## src/rtl/uart_pkg.sv

```systemverilog
// Shared UART link definitions: controller state encoding and the default
// byte-gap budget derived from the system clock and baud rate.
package uart_pkg;

  typedef enum logic [1:0] {
    WAIT_LO = 2'd0,
    WAIT_HI = 2'd1,
    WRITE   = 2'd2
  } uart_state_e;

  localparam int unsigned CLK_FREQ     = 50_000_000;
  localparam int unsigned BAUD         = 115_200;
  localparam int unsigned BITS_PER_GAP = 12;

  // About one character time (plus margin) expressed in system clock cycles.
  function automatic int unsigned gap_cycles_f(input int unsigned clk_freq,
                                               input int unsigned baud);
    return (clk_freq / baud) * BITS_PER_GAP;
  endfunction

  localparam int unsigned GAP_CYCLES_DEF = gap_cycles_f(CLK_FREQ, BAUD);

endpackage

```

## src/rtl/uart_gap_timer.sv

```systemverilog
// Inter-byte gap timer: counts enabled cycles from a clear and pulses o_expire
// in the enabled cycle that finds the count at GAP_CYCLES-1 (GAP_CYCLES >= 2).
module uart_gap_timer
  import uart_pkg::*;
#(
  parameter int unsigned GAP_CYCLES = GAP_CYCLES_DEF
) (
  input  logic SYS_CLK,
  input  logic RST_N,
  input  logic i_clear,
  input  logic i_enable,
  output logic o_expire
);

  localparam int unsigned   TW = $clog2(GAP_CYCLES);
  localparam logic [TW-1:0] TC = TW'(GAP_CYCLES - 1);

  logic [TW-1:0] r_count;
  logic          w_tc;

  assign w_tc     = (r_count == TC);
  assign o_expire = i_enable && w_tc;

  always_ff @(posedge SYS_CLK or negedge RST_N) begin
    if (!RST_N) begin
      r_count <= '0;
    end else if (i_clear || o_expire) begin
      r_count <= '0;
    end else if (i_enable) begin
      r_count <= r_count + TW'(1);
    end
  end

endmodule

```

## src/rtl/uart_rx_ctrl.sv

```systemverilog
// UART receive controller: pairs received bytes low-first into 16-bit words for
// the RX FIFO, drops stale or errored half-words, counts errors and overflows.
//
//   state   | meaning
//   WAIT_LO | idle, next good byte becomes the low byte
//   WAIT_HI | low byte held, gap timer running, next good byte completes the word
//   WRITE   | word complete but FIFO full (or a write just issued), retrying
module uart_rx_ctrl
  import uart_pkg::*;
#(
  parameter int unsigned GAP_CYCLES = GAP_CYCLES_DEF,
  parameter int unsigned CNT_W      = 8
) (
  input  logic             SYS_CLK,
  input  logic             RST_N,
  input  logic [7:0]       rx_data,
  input  logic             rx_valid,
  input  logic             rx_err,
  input  logic             wr_full,
  output logic             wr_clk,
  output logic             wr_req,
  output logic [15:0]      wr_data,
  output logic             drop_pulse,
  output logic [CNT_W-1:0] err_cnt,
  output logic [CNT_W-1:0] ovf_cnt
);

  uart_state_e      r_state, w_state_nxt;
  logic [7:0]       r_lo, w_lo_nxt;
  logic [15:0]      r_wr_data, w_wr_data_nxt;
  logic             r_wr_req, w_wr_req_nxt;
  logic             r_drop, w_drop_nxt;
  logic [CNT_W-1:0] r_err_cnt, r_ovf_cnt;
  logic             w_byte_ok, w_byte_err;
  logic             w_timer_clr, w_timer_en, w_expire;
  logic             w_ovf_inc;

  assign w_byte_ok  = rx_valid && !rx_err;
  assign w_byte_err = rx_valid && rx_err;
  assign w_timer_en = (r_state == WAIT_HI) && !rx_valid;

  uart_gap_timer #(
    .GAP_CYCLES(GAP_CYCLES)
  ) u_gap_timer (
    .SYS_CLK (SYS_CLK),
    .RST_N   (RST_N),
    .i_clear (w_timer_clr),
    .i_enable(w_timer_en),
    .o_expire(w_expire)
  );

  always_comb begin
    w_state_nxt   = r_state;
    w_lo_nxt      = r_lo;
    w_wr_data_nxt = r_wr_data;
    w_wr_req_nxt  = 1'b0;
    w_drop_nxt    = 1'b0;
    w_timer_clr   = 1'b0;
    w_ovf_inc     = 1'b0;
    case (r_state)
      WAIT_LO: begin
        if (w_byte_ok) begin
          w_lo_nxt    = rx_data;
          w_timer_clr = 1'b1;
          w_state_nxt = WAIT_HI;
        end
      end
      WAIT_HI: begin
        if (w_byte_err) begin
          w_lo_nxt    = 8'h00;
          w_drop_nxt  = 1'b1;
          w_state_nxt = WAIT_LO;
        end else if (w_byte_ok) begin
          w_wr_data_nxt = {rx_data, r_lo};
          // A request already on the bus this cycle forces a one-cycle deferral.
          if (wr_full || r_wr_req) begin
            w_state_nxt = WRITE;
          end else begin
            w_wr_req_nxt = 1'b1;
            w_state_nxt  = WAIT_LO;
          end
        end else if (w_expire) begin
          w_lo_nxt    = 8'h00;
          w_drop_nxt  = 1'b1;
          w_state_nxt = WAIT_LO;
        end
      end
      WRITE: begin
        if (!wr_full && !r_wr_req) begin
          w_wr_req_nxt = 1'b1;
          w_state_nxt  = WAIT_LO;
          if (w_byte_ok) begin
            w_lo_nxt    = rx_data;
            w_timer_clr = 1'b1;
            w_state_nxt = WAIT_HI;
          end
        end else if (w_byte_ok && wr_full) begin
          w_ovf_inc = 1'b1;
        end
      end
      default: begin
        w_state_nxt = WAIT_LO;
      end
    endcase
  end

  always_ff @(posedge SYS_CLK or negedge RST_N) begin
    if (!RST_N) begin
      r_state   <= WAIT_LO;
      r_lo      <= 8'h00;
      r_wr_data <= 16'h0000;
      r_wr_req  <= 1'b0;
      r_drop    <= 1'b0;
    end else begin
      r_state   <= w_state_nxt;
      r_lo      <= w_lo_nxt;
      r_wr_data <= w_wr_data_nxt;
      r_wr_req  <= w_wr_req_nxt;
      r_drop    <= w_drop_nxt;
    end
  end

  always_ff @(posedge SYS_CLK or negedge RST_N) begin
    if (!RST_N) begin
      r_err_cnt <= '0;
      r_ovf_cnt <= '0;
    end else begin
      if (w_byte_err && (r_err_cnt != {CNT_W{1'b1}})) begin
        r_err_cnt <= r_err_cnt + CNT_W'(1);
      end
      if (w_ovf_inc && (r_ovf_cnt != {CNT_W{1'b1}})) begin
        r_ovf_cnt <= r_ovf_cnt + CNT_W'(1);
      end
    end
  end

  assign wr_clk     = ~SYS_CLK;
  assign wr_req     = r_wr_req;
  assign wr_data    = r_wr_data;
  assign drop_pulse = r_drop;
  assign err_cnt    = r_err_cnt;
  assign ovf_cnt    = r_ovf_cnt;

endmodule

```

## config.mk

```make
export PLATFORM = sky130hd
export DESIGN_NAME = uart_rx_ctrl
export DESIGN_NICKNAME = d
export VERILOG_FILES = /design/src/rtl/uart_pkg.sv /design/src/rtl/uart_gap_timer.sv /design/src/rtl/uart_rx_ctrl.sv
export SDC_FILE = /design/constraint.sdc
export NUM_CORES = 1
export LEC_CHECK = 0
export ABC_AREA = 1
export BUFFER_PORTS_ARGS = -buffer_cell sky130_fd_sc_hd__buf_2
export CORE_UTILIZATION = 35
export CTS_CLUSTER_DIAMETER = 30
export DETAILED_ROUTE_END_ITERATION = 7
export PLACE_DENSITY = 0.61
export SLEW_MARGIN = 20
export SYNTH_ARGS = -nofsm -noshare
export SYNTH_HDL_FRONTEND = slang
export SYNTH_HIERARCHICAL = 1
export SYNTH_SLANG_ARGS = --single-unit
```

## constraint.sdc

```tcl
create_clock -name SYS_CLK -period 3.3 [get_ports SYS_CLK]
set_clock_uncertainty 0.1 [all_clocks]
set_input_delay 0.33 -clock SYS_CLK [delete_from_list [all_inputs] [get_ports SYS_CLK]]
set_output_delay 0.33 -clock SYS_CLK [all_outputs]
set_load 0.01 [all_outputs]
```

After elaboration in Yosys (flattened, before gate mapping) --
Index checks and enable logic that the tools add are counted.
Storage, ports and cells: bits of input ports 13, flip-flop bits (word level) 57, bits in latches 0, memories 0, logic and storage cells 74, output and inout bits 35, ROM bits 0, bits in writable memories 0
Cells by class: equality and inequality tests 10, multiplexer cells 31, bitwise logic cells 2, shift-type cells 0, div/mod/pow operators 0, add/sub/neg operators 3, magnitude comparators 0, reduce and logical (&&, ||, !) cells 20, multipliers 0
Operators with widths (count):
- 8-bit two-way mux | 5
- 13-bit two-way mux | 2
- 8-bit case mux with 3 select lines | 1
- 8-bit by 1-bit adder with 8-bit output (second input constant) | 2
- 8-bit inequality test (second input constant) | 2
- 1-bit two-way mux | 14
- 13-bit by 1-bit adder with 13-bit output (second input constant) | 1
- 13-bit == test (second input constant) | 1
- 2-bit two-way mux | 6
- 1-bit logical AND | 8
- 2-bit case mux with 3 select lines | 1
- 3-bit AND reduction | 2
- 1-bit logical NOT | 4
- 2-bit inequality test (second input constant) | 2
- 4-bit by 3-bit inequality test with 1-bit output (second input constant) | 1
- 1-bit case mux with 2 select lines | 2
- 4-bit AND reduction | 1
- 3-bit by 2-bit inequality test with 1-bit output (second input constant) | 1
- 3-bit inequality test (second input constant) | 1
- 3-bit nonzero test | 1
- 2-bit by 1-bit == test with 1-bit output (second input constant) | 1
- 2-bit == test (second input constant) | 1
- 2-bit logical NOT | 1
- 1-bit logical OR | 2
- 2 further kinds | 3

Longest topological paths before layout --
depth after elaboration 7, gate-level depth with buffers 14, gate-level depth less buffers 12

Modules after synthesis --
Netlist, hierarchy kept.
Modules (own cells, without submodules):
- uart_rx_ctrl | seq. area each 1101.1 um^2, cells an instance 289, area each 2296.0 um^2, instances 1
- uart_gap_timer | seq. area each 325.3 um^2, cells an instance 121, area each 852.1 um^2, instances 1

==> impl_metrics.env <==
export IMPL_status="completed"
export IMPL_crit_fanout=8
export IMPL_layout_nets=485
export IMPL_drtIter0Drc=80
export IMPL_grt_overflow_total=0
export IMPL_setup_slack_ns=0.747
export IMPL_final_hold_viol_count=0
export IMPL_postSynthCellCount=410
export IMPL_dr_pass1_iters=5
export IMPL_setup_viol=0
export IMPL_ios=48
export IMPL_ys_flop_type="dfrtp_1"
export IMPL_yosysSeqAreaShare=0.453
export IMPL_core_sq_um=8720
export IMPL_final_util=0.426
export IMPL_grt_pass1_wl_um=11600
export IMPL_synth_avg_cell_area_sq_um=7.68
export IMPL_area_growth_pct=18.1
export IMPL_yosys_top_cells_area="dfrtp_1 45%, nand2_1 15%, inv_1 6.4%, nor2_1 5.5%, nand3_1 5.4%"
export IMPL_yosysTopAreaCellShare=0.453
export IMPL_p_per_area_nw_per_um2=684
export IMPL_syn_nets=430
export IMPL_worst_skew_pair_late_latency_ns=0.33
export IMPL_ys_top_cells_by_count="125 x nand2_1, 57 x dfrtp_1, 54 x inv_1"
export IMPL_via_per_inst=4.62
export IMPL_required_ns=2.87
export IMPL_die_h_um=96.8
export IMPL_critPathKind="clk2out"
export IMPL_crit_path_top_delay_cell="clkbuf_8"
export IMPL_post_place_ws_ns=1.07
export IMPL_yosysWarnings=6
export IMPL_clockBufferDepth=2
export IMPL_yosysTopAreaCell="dfrtp_1"
export IMPL_synth_edff_count=0
export IMPL_cp_start_kind="clock port"
export IMPL_synth_cell_type_count=29
export IMPL_crit_top_cell="clkbuf_8"
export IMPL_initial_utilization=0.361
export IMPL_drc=0
export IMPL_cts_setup_buffers=0
export IMPL_wl_per_cell_um=11.2
export IMPL_reg2reg_slack_ns=1.10
export IMPL_place_congestion=0.901
export IMPL_ctsHtreeMaxLevel=3
export IMPL_max_slew_margin_rel=0.384
export IMPL_wl_um=6470
export IMPL_tns_ns=0
export IMPL_end_kind="output pin"
export IMPL_cts_hold_buf=0
export IMPL_ys_ff_latch=57
export IMPL_antenna_found_initial=0
export IMPL_dieArea_sq_um=9380
export IMPL_hold_path_class="in2async"
export IMPL_die_w_um=96.8
export IMPL_drv_cap=0
export IMPL_num_vias=2669
export IMPL_clk_pin_slew_ns=0.07
export IMPL_crit_arrival_ns=2.12
export IMPL_grt_start_max_net_pins=42
export IMPL_ir_drop_mv=0.336
export IMPL_dpl_hpwl_um=4750
export IMPL_r2r_end="r_lo[4]"
export IMPL_numPortBuffers=47
export IMPL_worst_pin_slew_ns=0.924
export IMPL_ctsResizeCount=0
export IMPL_track_usage=0.151
export IMPL_grt_pass1_vias=2535
export IMPL_crit_path_max_incr_delay_ns=0.16
export IMPL_synth_most_common_cell="nand2_1"
export IMPL_power_leakage_nw=1.96
export IMPL_rsz0062_at_grt="no"
export IMPL_r2r_start="r_state[1]"
export IMPL_cts_tree="built"
export IMPL_critical_path_cell_chain="clkbuf_8 > clkbuf_8 > inv_1 > buf_2"
export IMPL_num_rows=34
export IMPL_cts_root_buffer_cell="clkbuf_8"
export IMPL_syn_cell_area_sq_um=3150
export IMPL_fin_cells=578
export IMPL_synthArstFlopShare=1.00
export IMPL_numCtsBuffers=9
export IMPL_n_antenna_cell=0
export IMPL_report_final_slew_viol_count=0
export IMPL_antenna_left=0
export IMPL_reg2reg_depth=12
export IMPL_dp_cells=562
export IMPL_drive_above_1_share=0.196
metal layers:
metal	wire length (um)	vias up	share of wire	GRT usage
li1	-	1386	-	-
met4	36	0	0.0056	0.0356
met5	0	-	0	0
met1	3010	1216	0.47	0.196
met2	3120	61	0.48	0.243
met3	302	6	0.047	0.0491
final cells by class:
class	count	area (sq um)
fillers	893	5000
multi-input cells	286	1430
flip-flops and latches	57	1430
repair buffers	50	260
inverters	59	228
clock buffers	13	160
well taps	108	135
clock inverters	5	77.6
cell usage in the layout (no fill, tap or decap), drive strengths merged, types with 2 or more instances in the layout:
cell type,instances
a21oi,3
buf,51
bufinv,2
clkbuf,12
clkinv,2
dfrtp,57
ha,7
inv,59
nand2,135
nand3,39
nand4,9
nor2,51
o21ai,20
o21bai,8
xnor2,7
xor2,4
worst max-delay path: cells and delay by family:
family	cells	cell delay (ns)
buffers and inverters	4	0.46
worst max path at each step:
stage,cells after the start,from,end,slack (ns)
CTS,4,SYS_CLK,wr_clk,0.73
floorplan,14,r_state[1],r_lo[0],1.02
global placement,2,SYS_CLK,wr_clk,1.09
global route,4,SYS_CLK,wr_clk,0.71
detailed placement,12,r_state[1],r_lo[4],1.07
finish,4,SYS_CLK,wr_clk,0.75
stage by stage:
stage	hold slack [ns]	cell area (sq um)	power (mW)
floorplan	-0.0656	3150	1.56
global placement	0.365	3490	1.80
detailed placement	0.365	3490	1.82
CTS	0.0618	3720	2.59
global route	0.105	3720	2.75
finish	0.0269	3720	2.54
logic make-up (layout without fill, tap and decap cells):
group,after synthesis,in the layout,share of synthesized area
xor+xnor,11,11,0.0306
simple gates,236,236,0.339
fa+ha+maj,7,7,0.0278
buf+inv,67,127,0.0922
compound gates,32,32,0.0576
flops,57,57,0.453
power by group:
group | leakage, nW | internal [mW] | switching, mW
clock | 0.122 | 0.476 | 0.289
sequential | 0.756 | 0.882 | 0.132
combinational | 1.08 | 0.297 | 0.468
state kept, by name (all words and copies together) (netlist names):
register             cells
drop_pulse               1
err_cnt                  8
ovf_cnt                  8
r_lo                     8
r_state                  2
u_gap_timer/r_count     13
wr_data                 16
wr_req                   1
Power figures use the tool's default switching activity.
